<file path="config.mk">
export PLATFORM = sky130hd
export DESIGN_NAME = hart_mem_arbiter_flat
export DESIGN_NICKNAME = d
export VERILOG_FILES = /design/src/rtl/hart_mem_arbiter_if.sv /design/src/rtl/hart_mem_arbiter.sv /design/src/flat_wrapper.sv
export SDC_FILE = /design/constraint.sdc
export NUM_CORES = 1
export LEC_CHECK = 0
export CORE_AREA = 2 2 196 198
export DETAILED_ROUTE_END_ITERATION = 8
export DIE_AREA = 0 0 198 200
export HOLD_SLACK_MARGIN = 0.08
export SLEW_MARGIN = 20
export SYNTH_ARGS = -nofsm -noshare
export SYNTH_HDL_FRONTEND = slang
export SYNTH_SLANG_ARGS = --single-unit
</file>
<file path="constraint.sdc">
create_clock -name CLK -period 3.06 [get_ports CLK]
set_input_delay 0.612 -clock CLK [delete_from_list [all_inputs] [get_ports CLK]]
set_output_delay 0.612 -clock CLK [all_outputs]
set_load 0.02 [all_outputs]
</file>
<file path="src/rtl/hart_mem_arbiter_if.sv">
`timescale 1ns/1ps
`default_nettype none
// ============================================================================
// Module   : hart_mem_arbiter_if
// Brief    : Hart-side request bundle and memory-port grant/busy fan-out.
// Revision : 1.0  initial release
// ============================================================================
interface hart_mem_arbiter_if #(
    parameter int N_HARTS = 2,
    parameter int BUS_W   = 160,
    parameter int QW      = 8,
    parameter int SEL_W   = $clog2(N_HARTS + 1)
);
    logic                       i_freeze;
    logic [N_HARTS-1:0]         i_req;
    logic [N_HARTS-1:0]         i_safe;
    logic [QW-1:0]              i_quantum;
    logic [N_HARTS*BUS_W-1:0]   i_hart_bus;
    logic                       i_busy;
    logic                       i_dram_busy;
    logic [SEL_W-1:0]           o_sel;
    logic [N_HARTS-1:0]         o_sel_oh;
    logic [BUS_W-1:0]           o_bus;
    logic                       o_valid;
    logic [N_HARTS-1:0]         o_core_busy;
    logic [N_HARTS-1:0]         o_core_dram_busy;
    logic                       o_switch;

    modport slave (
        input  i_freeze, i_req, i_safe, i_quantum, i_hart_bus, i_busy, i_dram_busy,
        output o_sel, o_sel_oh, o_bus, o_valid, o_core_busy, o_core_dram_busy, o_switch
    );

    modport master (
        output i_freeze, i_req, i_safe, i_quantum, i_hart_bus, i_busy, i_dram_busy,
        input  o_sel, o_sel_oh, o_bus, o_valid, o_core_busy, o_core_dram_busy, o_switch
    );
endinterface
`default_nettype wire

</file>
<file path="src/rtl/hart_mem_arbiter.sv">
`timescale 1ns/1ps
`default_nettype none
// ============================================================================
// Module   : hart_mem_arbiter
// Brief    : Time-multiplexes one memory port among harts, switching only at
//            hart safe points, with quantum, masking and a one-cycle bubble.
// Revision : 1.0  initial release
// ============================================================================
module hart_mem_arbiter #(
    parameter int N_HARTS = 2,
    parameter int BUS_W   = 160,
    parameter int QW      = 8,
    parameter int SEL_W   = $clog2(N_HARTS + 1)
) (
    input  logic                 CLK,
    input  logic                 RST_X,
    hart_mem_arbiter_if.slave    bus
);
    localparam logic [0:0]    c_ST_RUN    = 1'b0;
    localparam logic [0:0]    c_ST_BUBBLE = 1'b1;
    localparam logic [QW-1:0] c_CNT_MAX   = '1;

    logic [0:0]         r_state;
    logic [SEL_W-1:0]   r_sel;
    logic [QW-1:0]      r_cnt;
    logic               r_switch;

    logic [N_HARTS-1:0] w_sel_oh;
    logic [N_HARTS-1:0] w_other_req;
    logic               w_safe_cur;
    logic               w_req_cur;
    logic               w_run;
    logic               w_sw;
    logic               w_found;
    logic [SEL_W-1:0]   w_nxt;
    logic [BUS_W-1:0]   w_bus;

    generate
        for (genvar g = 0; g < N_HARTS; g++) begin : g_sel_oh
            assign w_sel_oh[g] = (r_sel == SEL_W'(g));
        end
    endgenerate

    assign w_other_req = bus.i_req & ~w_sel_oh;
    assign w_safe_cur  = |(bus.i_safe & w_sel_oh);
    assign w_req_cur   = |(bus.i_req & w_sel_oh);
    assign w_run       = (r_state == c_ST_RUN);

    // A parked (non-requesting) owner gives up the port regardless of quantum.
    assign w_sw = !bus.i_freeze && w_safe_cur
                  && ((r_cnt >= bus.i_quantum) || !w_req_cur)
                  && (|w_other_req);

    // Round-robin: nearest requester after the owner, wrapping past the top.
    always_comb begin
        w_nxt   = r_sel;
        w_found = 1'b0;
        for (int k = 1; k < N_HARTS; k++) begin
            for (int g = 0; g < N_HARTS; g++) begin
                if (!w_found && bus.i_req[g]
                    && ((int'(r_sel) + k == g) || (int'(r_sel) + k == g + N_HARTS))) begin
                    w_nxt   = SEL_W'(g);
                    w_found = 1'b1;
                end
            end
        end
    end

    always_comb begin
        w_bus = '0;
        for (int g = 0; g < N_HARTS; g++) begin
            if (w_sel_oh[g]) begin
                w_bus = bus.i_hart_bus[g*BUS_W +: BUS_W];
            end
        end
    end

    always_ff @(posedge CLK or negedge RST_X) begin
        if (!RST_X) begin
            r_state  <= c_ST_RUN;
            r_sel    <= '0;
            r_cnt    <= '0;
            r_switch <= 1'b0;
        end else begin
            r_switch <= 1'b0;
            case (r_state)
                c_ST_RUN: begin
                    if (w_sw) begin
                        r_sel    <= w_nxt;
                        r_cnt    <= '0;
                        r_state  <= c_ST_BUBBLE;
                        r_switch <= 1'b1;
                    end else if (!bus.i_freeze && (r_cnt != c_CNT_MAX)) begin
                        r_cnt <= r_cnt + 1'b1;
                    end
                end
                default: begin
                    r_state <= c_ST_RUN;
                end
            endcase
        end
    end

    assign bus.o_sel            = r_sel;
    assign bus.o_sel_oh         = w_sel_oh;
    assign bus.o_bus            = w_bus;
    assign bus.o_valid          = w_run;
    assign bus.o_switch         = r_switch;
    // Only the running owner sees the real busy; everyone else is stalled.
    assign bus.o_core_busy      = w_run ? (~w_sel_oh | {N_HARTS{bus.i_busy}})      : '1;
    assign bus.o_core_dram_busy = w_run ? (~w_sel_oh | {N_HARTS{bus.i_dram_busy}}) : '1;
endmodule
`default_nettype wire

</file>
<file path="src/flat_wrapper.sv">
// flat-port wrapper written by rule: the top's interface ports become plain ports
module hart_mem_arbiter_flat 
#(
    parameter int N_HARTS = 2,
    parameter int BUS_W   = 160,
    parameter int QW      = 8,
    parameter int SEL_W   = $clog2(N_HARTS + 1)
)
  (CLK, RST_X, bus_i_freeze, bus_i_req, bus_i_safe, bus_i_quantum, bus_i_hart_bus, bus_i_busy, bus_i_dram_busy, bus_o_sel, bus_o_sel_oh, bus_o_bus, bus_o_valid, bus_o_core_busy, bus_o_core_dram_busy, bus_o_switch);
  hart_mem_arbiter_if #(.N_HARTS(N_HARTS), .BUS_W(BUS_W), .QW(QW), .SEL_W(SEL_W)) bus_i ();
  input  logic CLK;
  input  logic RST_X;
  input wire logic [$bits(bus_i.i_freeze)-1:0] bus_i_freeze;
  input wire logic [$bits(bus_i.i_req)-1:0] bus_i_req;
  input wire logic [$bits(bus_i.i_safe)-1:0] bus_i_safe;
  input wire logic [$bits(bus_i.i_quantum)-1:0] bus_i_quantum;
  input wire logic [$bits(bus_i.i_hart_bus)-1:0] bus_i_hart_bus;
  input wire logic [$bits(bus_i.i_busy)-1:0] bus_i_busy;
  input wire logic [$bits(bus_i.i_dram_busy)-1:0] bus_i_dram_busy;
  output wire logic [$bits(bus_i.o_sel)-1:0] bus_o_sel;
  output wire logic [$bits(bus_i.o_sel_oh)-1:0] bus_o_sel_oh;
  output wire logic [$bits(bus_i.o_bus)-1:0] bus_o_bus;
  output wire logic [$bits(bus_i.o_valid)-1:0] bus_o_valid;
  output wire logic [$bits(bus_i.o_core_busy)-1:0] bus_o_core_busy;
  output wire logic [$bits(bus_i.o_core_dram_busy)-1:0] bus_o_core_dram_busy;
  output wire logic [$bits(bus_i.o_switch)-1:0] bus_o_switch;
  assign bus_i.i_freeze = bus_i_freeze;
  assign bus_i.i_req = bus_i_req;
  assign bus_i.i_safe = bus_i_safe;
  assign bus_i.i_quantum = bus_i_quantum;
  assign bus_i.i_hart_bus = bus_i_hart_bus;
  assign bus_i.i_busy = bus_i_busy;
  assign bus_i.i_dram_busy = bus_i_dram_busy;
  assign bus_o_sel = bus_i.o_sel;
  assign bus_o_sel_oh = bus_i.o_sel_oh;
  assign bus_o_bus = bus_i.o_bus;
  assign bus_o_valid = bus_i.o_valid;
  assign bus_o_core_busy = bus_i.o_core_busy;
  assign bus_o_core_dram_busy = bus_i.o_core_dram_busy;
  assign bus_o_switch = bus_i.o_switch;
  hart_mem_arbiter #(.N_HARTS(N_HARTS), .BUS_W(BUS_W), .QW(QW), .SEL_W(SEL_W)) u_core (.CLK(CLK), .RST_X(RST_X), .bus(bus_i));
endmodule
</file>
# [Word level (Yosys, flattened, before mapping)]
# Cells that the tools add are included.
[word_totals] regBits=11 in_bits=337 out_inout_bits=170 wordCells=51
[classes] add_sub_neg=2 magnitude_cmp=1 eq_ne=5 muxes=11 n_bitwise=7 n_reduce_logical=22
[ops] operator="$mux W160" count=2
[ops] operator="$eq A32 B3 Y1 const B" count=2
[ops] operator="$eq A32 B2 Y1 const B" count=1
[ops] operator="$logic_not A32 Y1" count=1
[ops] operator="$mux W8" count=2
[ops] operator="$add A8 B1 Y8 const B" count=1
[ops] operator="$ge A8 B8 Y1" count=1
[ops] operator="$mux W2" count=4
[ops] operator="$ne A8 B8 Y1 const B" count=1
[ops] operator="$logic_and A1 B1 Y1" count=7
[ops] operator="$and A2 B2 Y2" count=3
[ops] operator="$reduce_or A2 Y1" count=3
[ops] operator="$or A2 B2 Y2" count=2
[ops] operator="$reduce_bool A2 Y1" count=2
[ops] operator="$add A2 B1 Y3 const B" count=1
[ops] operator="$logic_not A1 Y1" count=3
[ops] operator="$logic_or A1 B1 Y1" count=3
[ops] operator="$mux W1" count=3
[ops] operator="$reduce_and A3 Y1" count=1
[ops] operator="$eq A2 B1 Y1 const B" count=1
[ops] operator="$logic_not A2 Y1" count=1
[ops] operator="$not A2 Y2" count=1
[ops] operator="$reduce_and A2 Y1" count=1
[ops] operator="$not A1 Y1" count=1

# [Logic depth before layout (Yosys ltp)]
# Gate-level depths: netlist of run 1.
[depth] ltp_word=10 mapped_depth=7 ltp_nobuf=7

# [Worst setup path after synthesis of run 1]
# No wires, ideal clock.
[synth_timing] path_kind="reg-to-output" startpoint="register u_core.r_sel[0], in the netlist u_core.bus.o_sel[0]" endpoint="output port bus_o_bus[100]" arrival_ns=1.580 required_time_ns=2.448 slack_ns=0.868 path_stages_with_launch=5 path_buffers=3 path_cell_list="dfrtp_1 > clkbuf_1 > buf_2 > buf_2 > mux2_2"
[synth_via] elab_chain_cells=3 word_cells_on_any_way=4 classes_between="eq/ne (1); mux (2); reduce/logical (1)"
[synth_rtl] element="start: declaration" line_no="hart_mem_arbiter.sv:24" rtl="logic [SEL_W-1:0] r_sel;"
[synth_rtl] element="start signal: assignment" line_no="hart_mem_arbiter.sv:89" rtl="r_sel <= w_nxt;"
[synth_rtl] element="$logic_not A2 Y1" line_no="hart_mem_arbiter.sv:40" rtl="assign w_sel_oh[g] = (r_sel == SEL_W'(g));"
[synth_rtl] element="$mux W160" line_no="hart_mem_arbiter.sv:72" rtl="if (w_sel_oh[g]) begin"
[synth_rtl] element="$mux W160 *" line_no="hart_mem_arbiter.sv:72"
[synth_rtl] element="end: declaration" line_no="flat_wrapper.sv:22" rtl="output wire logic [$bits(bus_i.o_bus)-1:0] bus_o_bus;"
# Every way passes the cells marked *; elsewhere a longest branch is shown, timed or not.

# [Worst setup path in the final report of run 1]
[layout_timing] startpoint="register u_core.r_sel[0], in the netlist u_core.bus.o_sel[0]" endpoint="output port bus_o_bus[11]"
# Same word-level chain as after synthesis.

==> results of run 1 <==
[final timing paths]
path	slack (ps)	from	endpoint
setup reg to reg	960	u_core.r_cnt[1]	u_core.r_cnt[6]
setup / recovery	240	u_core.bus.o_sel[0]	bus_o_bus[11]
hold / removal	590	u_core.r_cnt[5]	u_core.r_cnt[5]
max in group asynchronous	2020	RST_X	u_core.bus.o_sel[0]
min in group asynchronous	690	RST_X	u_core.r_cnt[7]
hold reg to reg	590	u_core.r_cnt[5]	u_core.r_cnt[5]
[layer usage]
metal | vias to the layer above | routed length [microns] | global-route usage, %
met5 | - | 23 | 0
met4 | 4 | 145 | 0.975
met3 | 11 | 2060 | 2.94
met2 | 262 | 10800 | 17.4
met1 | 1930 | 10200 | 13.9
li1 | 2009 | - | -
[synth_stat cells, drive strengths merged]
master | count | share of area [%]
mux2 | 160 | 65
buf | 19 | 3.6
inv | 12 | 1.6
dfrtp | 10 | 9.1
ha | 9 | 4.1
nor2 | 8 | 1.1
nand2 | 7 | 0.95
a31oi | 4 | 0.91
nand3 | 4 | 0.72
nand4 | 4 | 0.91
o2bb2ai | 4 | 1.3
or3 | 4 | 0.91
a21oi | 3 | 1.4
a211oi | 2 | 0.72
clkbuf | 2 | 0.27
mux2i | 2 | 0.72
nand3b | 2 | 1.0
nor2b | 2 | 0.72
a311oi | 1 | 0.54
and2 | 1 | 0.27
and3 | 1 | 0.23
and4 | 1 | 0.32
conb | 1 | 0.14
nor4 | 1 | 0.23
o211a | 1 | 0.63
o21a | 1 | 0.27
o21ai | 1 | 0.18
o311ai | 1 | 0.95
o31ai | 1 | 0.77
xnor2 | 1 | 0.32
[area by class of cell]
type	instances	area, sq um	area share (%)
Antenna cell	1	2.50	0.0293
Clock buffer	4	88.8	1.04
Inverter	12	45.0	0.527
Multi-Input combinational cell	227	2360	27.6
Sequential cell	10	254	2.97
Tap cell	511	639	7.47
Timing Repair Buffer	515	5160	60.4
[where the power goes]
| part | total, W | internal [W] | switching [W] |
|---|---|---|---|
| registers | 0.000275 | 0.000180 | 0.0000952 |
| logic | 0.00469 | 0.00249 | 0.00221 |
| clock network | 0.000265 | 0.000197 | 0.0000678 |
| total | 0.00523 | 0.00287 | 0.00237 |
[registers in the layout, summed over array words and instances (netlist names)]
| name | cells |
|---|---|
| u_core.r_cnt | 8 |
| u_core.bus.o_sel | 1 |
| u_core.r_state | 1 |
[placed cells by master (no fill, tap or decap), drive strengths merged]
master / Yosys / layout
and3: 1 / 1
inv: 12 / 12
buf: 19 / 11
or3: 4 / 4
nand3: 4 / 4
and4: 1 / 1
o21a: 1 / 1
and2: 1 / 1
nor2b: 2 / 2
o2bb2ai: 4 / 4
clkdlybuf4s50: 0 / 504
ha: 9 / 9
a311oi: 1 / 1
a31oi: 4 / 4
mux2i: 2 / 2
nor4: 1 / 1
nand4: 4 / 4
o311ai: 1 / 1
nand3b: 2 / 2
nor2: 8 / 8
mux2: 160 / 160
xnor2: 1 / 1
dfrtp: 10 / 10
clkbuf: 2 / 4
diode: 0 / 1
o31ai: 1 / 1
nand2: 7 / 7
o211a: 1 / 1
o21ai: 1 / 1
a211oi: 2 / 2
conb: 1 / 1
a21oi: 3 / 3
[critical path: cells and delay by family, from the launching register on]
| kind | cells | cell delay, ps |
|---|---|---|
| buffers and inverters | 3 | 1020 |
| DFF | 1 | 500 |
| muxes | 1 | 390 |
[cells by family after synthesis]
group	count (synthesis)	share of synthesized area, %
mux	162	65.9
simple gates	35	7.34
buf+inv	33	5.53
compound gates	19	7.61
flops	10	9.06
fa+ha+maj	9	4.08
other cells	1	0.136
xor+xnor	1	0.317
[per-stage QoR]
step	utilization, %	worst slack [ps]	power (W)
after floorplan	-	868	0.00259
after global placement	22.6	386	0.00500
after detailed placement	22.6	322	0.00500
after CTS	22.9	222	0.00531
after global routing	22.9	167	0.00549
final	22.9	237	0.00523
==> impl_metrics.yaml, run 1 <==
synthesis:
  yosys_register_bits: 10
  synthesis.nets: 616
  netlist_area_sq_um: 2760
  yosysSeqAreaShare_pct: 9.06
  synth_warnings: 0
  syn_inst: 270
  avgSynthCellArea_sq_um: 10.2
  synth_cell_types: 35
cts:
  htree_levels: 1
  clkTransAtPathRegs_ps: 40
  clk_path_buf_depth: 2
  cts_buffers: 3
  cts_setup_buffers: 0
  cts_resized: 0
  clock_latency_ps: 240
  cts_hold_buf: 0
  cts_sinks: 10
  cts_tree: "done"
  clockRootBuffer: "clkbuf_16"
floorplanning:
  core_area_sq_um: 37400
  start_util_pct: 7.39
  core.rowCount: 71
  die_h_microns: 200
  ioPinCount: 507
  dieArea_sq_um: 39600
  chipWidth_microns: 198
timing:
  rsz0062_at_grt: "no"
  report.final.setup_viol: 0
  slew_viol_final: 0
  relSlewSlack_pct: 64.9
  hold_viol_final: 0
  timing.fmax_mhz: 354
  holdWs_ps: 592
  tns_ps: 0
  timing_worst_slew_pin_value_ps: 525
  fin_crit_sh_pct: 92.3
  skew_ps: 2.82
  period_needed_ps: 2820
global_routing:
  grt_max_degree: 66
  grt_pass1_vias: 4337
  grt_pass1_wl_microns: 29600
  antenna_found_initial: 3
  track_usage_pct: 10.5
  overflow: 0
power_and_ir_drop:
  power_density_nw_per_um2: 612
  peakVddDrop_mv: 0.371
  leakage_nw: 3.09
drt:
  ant_nets: 0
  drc: 0
  wirelength_microns: 23200
  vias_per_cell: 3.29
  drt_iter0_drc: 77
  dr.pass1.iters: 4
  drt-wirelength-per-cell_microns: 18.2
  vias: 4216
layout:
  fin_cells: 1280
  fin_nets: 1115
  drive_gt1_share_pct: 24.2
  area.growth.synth_to_final_pct: 210
  fill_cells: 4059
  postLayoutCellArea_sq_um: 8550
worst_setup_path:
  slowest_delay_ps: 570
  reg2regPathDepth: 6
  path_cells: "buf_12, buf_12, mux2_2, clkdlybuf4s50_1"
  slowest_stage: "clkdlybuf4s50_1"
  critPathArrivalTime_ps: 2210
  crit_top_cell: "buf_12"
  worst_ep_required_time_ps: 2450
  critPathLaunchType: "flop"
  crit_path_max_fanout: 33
  crit_path_end_kind: "output port"
  critical_path_class: "reg2out"
placed_design:
  hpwl_microns: 20800
  io_buffers: 505
  placed_cells: 1275
  place_congestion: 0.773
  place_area_sq_um: 8460
status:
  status: "finished clean"
hold_path:
  hold_depth: 2
  hold_class: "reg2reg"
job:
  drv_cap: 0
Note: power is estimated with default switching activity, not from simulation.
==> run 2: changes to the inputs <==
Settings changed: CTS_CLUSTER_SIZE set to 8, PLACE_DENSITY set to 0.41.
==> run 2 against run 1 <==
Against the previous run:
- final area barely moved
- critical path depth did not move
- critical path type unchanged
- sequential power rose by 9.8%
- non-clock buffer count rose by 1
- fmax fell by 0.49%
- via count fell by 0.76%
- global-route usage rose by 1.1 points
==> impl_metrics.yaml, run 2 (synthesis results as in run 1) <==
job:
  drv_cap: 0
global_routing:
  grt_busiest_layer: "met2"
  grt_pass1_vias: 4329
  overflow: 0
  track_usage_pct: 11.6
  grt_pass1_wl_microns: 31900
  grt_use_met2_pct: 21.5
  antenna_found_initial: 2
  grt_max_degree: 50
  use_met3_pct: 4.91
  grt_util_met1_pct: 12.0
drt:
  drt-wirelength-per-cell_microns: 20.3
  vias_per_cell: 3.27
  wirelength_microns: 26000
  ant_nets: 0
  vias: 4184
  dr.pass1.iters: 4
  drt_iter0_drc: 27
  drc: 0
layout:
  largest_reg_flops: 8
  fill_cells: 4058
  drive_gt1_share_pct: 24.6
  ff_latch_area_sq_um: 254
  regMostFlops: "u_core.r_cnt"
  final_util_pct: 22.9
  multi_input_area_sq_um: 2360
  final_common_cell: "clkdlybuf4s50_1"
  area.growth.synth_to_final_pct: 210
  final_cell_mix: "clkdlybuf4s50_1 (502), mux2_2 (160), inv_1 (12), buf_4 (11)"
  fin_nets: 1116
cts:
  cts_setup_buffers: 0
  cts_sinks: 10
  cts_resized: 0
  clock_latency_ps: 240
  clk_path_buf_depth: 2
  cts_buffers: 3
  htree_levels: 1
  clockRootBuffer: "clkbuf_16"
  clkTransAtPathRegs_ps: 40
  cts_hold_buf: 0
  cts_tree: "done"
timing:
  report.final.setup_viol: 0
  hold_viol_final: 0
  tns_ps: 0
  slew_viol_final: 0
  skew_ps: 3.71
  relSlewSlack_pct: 65.8
  period_needed_ps: 2840
  fin_crit_sh_pct: 92.7
  timing.fmax_mhz: 352
  rsz0062_at_grt: "no"
  timing_worst_slew_pin_value_ps: 511
worst_setup_path:
  worst_ep_required_time_ps: 2450
  critPathLaunchType: "flop"
  crit_path_max_fanout: 31
  cp-startpoint: "u_core.bus.o_sel[0]"
  crit_family: "buffers and inverters"
  r2r_start: "u_core.bus.o_sel[0]"
  cp.depth: 4
  slowest_stage: "dfrtp_4"
  critical_path_class: "reg2out"
  timing.rr.end: "u_core.bus.o_sel[0]"
  path_cells: "buf_12, buf_4, mux2_2, clkdlybuf4s50_1"
  reg2regPathDepth: 6
  slowest_delay_ps: 610
  rrSetupSlack_ps: 950
  critPathCapture: "bus_o_bus[5]"
  critPathArrivalTime_ps: 2220
  critical_path_buf_inv_count: 3
  crit_path_end_kind: "output port"
placed_design:
  io_buffers: 505
  hpwl_microns: 23500
  place_congestion: 0.768
floorplanning:
  core_area_sq_um: 37400
  dieArea_sq_um: 39600
  core.rowCount: 71
  start_util_pct: 7.39
  ioPinCount: 507
  die_h_microns: 200
  chipWidth_microns: 198
hold_path:
  worstHoldStart: "u_core.r_cnt[5]"
  hold_class: "reg2reg"
status:
  status: "finished clean"
power_and_ir_drop:
  peakVddDrop_mv: 0.235
  leakage_nw: 3.09
  power_density_nw_per_um2: 618
-- run 2: changes by cell type in the layout (fill, tap and decap cells not counted) --
cell and change:
clkdlybuf4s50_1 -2, buf_4 +3
-- run 2: area by class of cell --
type / instances / area share [%]
multi-input cells: 227 / 27.6
well taps: 511 / 7.47
diodes: 1 / 0.0292
flip-flops and latches: 10 / 2.97
clock buffers: 4 / 1.04
inverters: 12 / 0.526
repair buffers: 516 / 60.4
-- run 2: per-layer routing --
| metal | vias up | part of all wire (%) |
|---|---|---|
| li1 | 2006 | - |
| met1 | 1901 | 35 |
| met2 | 263 | 51 |
| met3 | 12 | 12 |
| met4 | 2 | 2.5 |
| met5 | - | 0.050 |
-- run 2: worst min path at each step --
stage	end	slack, ps	depth (start not counted)
after detailed placement	u_core.r_cnt[6]	590	1
after global routing	u_core.r_cnt[6]	630	1
after floorplan	u_core.bus.o_sel[0]	320	0
final	u_core.r_cnt[5]	590	2
after global placement	u_core.r_cnt[5]	590	2
after CTS	u_core.r_cnt[6]	600	1
-- run 2: where the power goes --
group	switching (W)	internal, W
Clock	0.0000624	0.000197
Sequential	0.000123	0.000179
Combinational	0.00224	0.00249
-- run 2: worst register-to-register path, cell delays in order, from the launching register on --
cell      delay [ps]
dfrtp_4          610
buf_4            290
nand3_1          150
a21oi_4          230
o311ai_4         180
a21oi_4          350
mux2i_1          220
-- run 2: per-stage QoR --
| step | setup slack (ps) | cell area, sq um | total power, W | std cells | hold slack, ps |
|---|---|---|---|---|---|
| 2_1_floorplan | 868 | 2760 | 0.00259 | 270 | 316 |
| 3_3_place_gp | 378 | 8470 | 0.00514 | 1276 | 586 |
| 3_5_place_dp | 377 | 8470 | 0.00511 | 1276 | 587 |
| 4_1_cts | 182 | 8550 | 0.00542 | 1280 | 597 |
| 5_1_grt | 128 | 8560 | 0.00557 | 1281 | 625 |
| 6_report | 223 | 8560 | 0.00529 | 1281 | 592 |
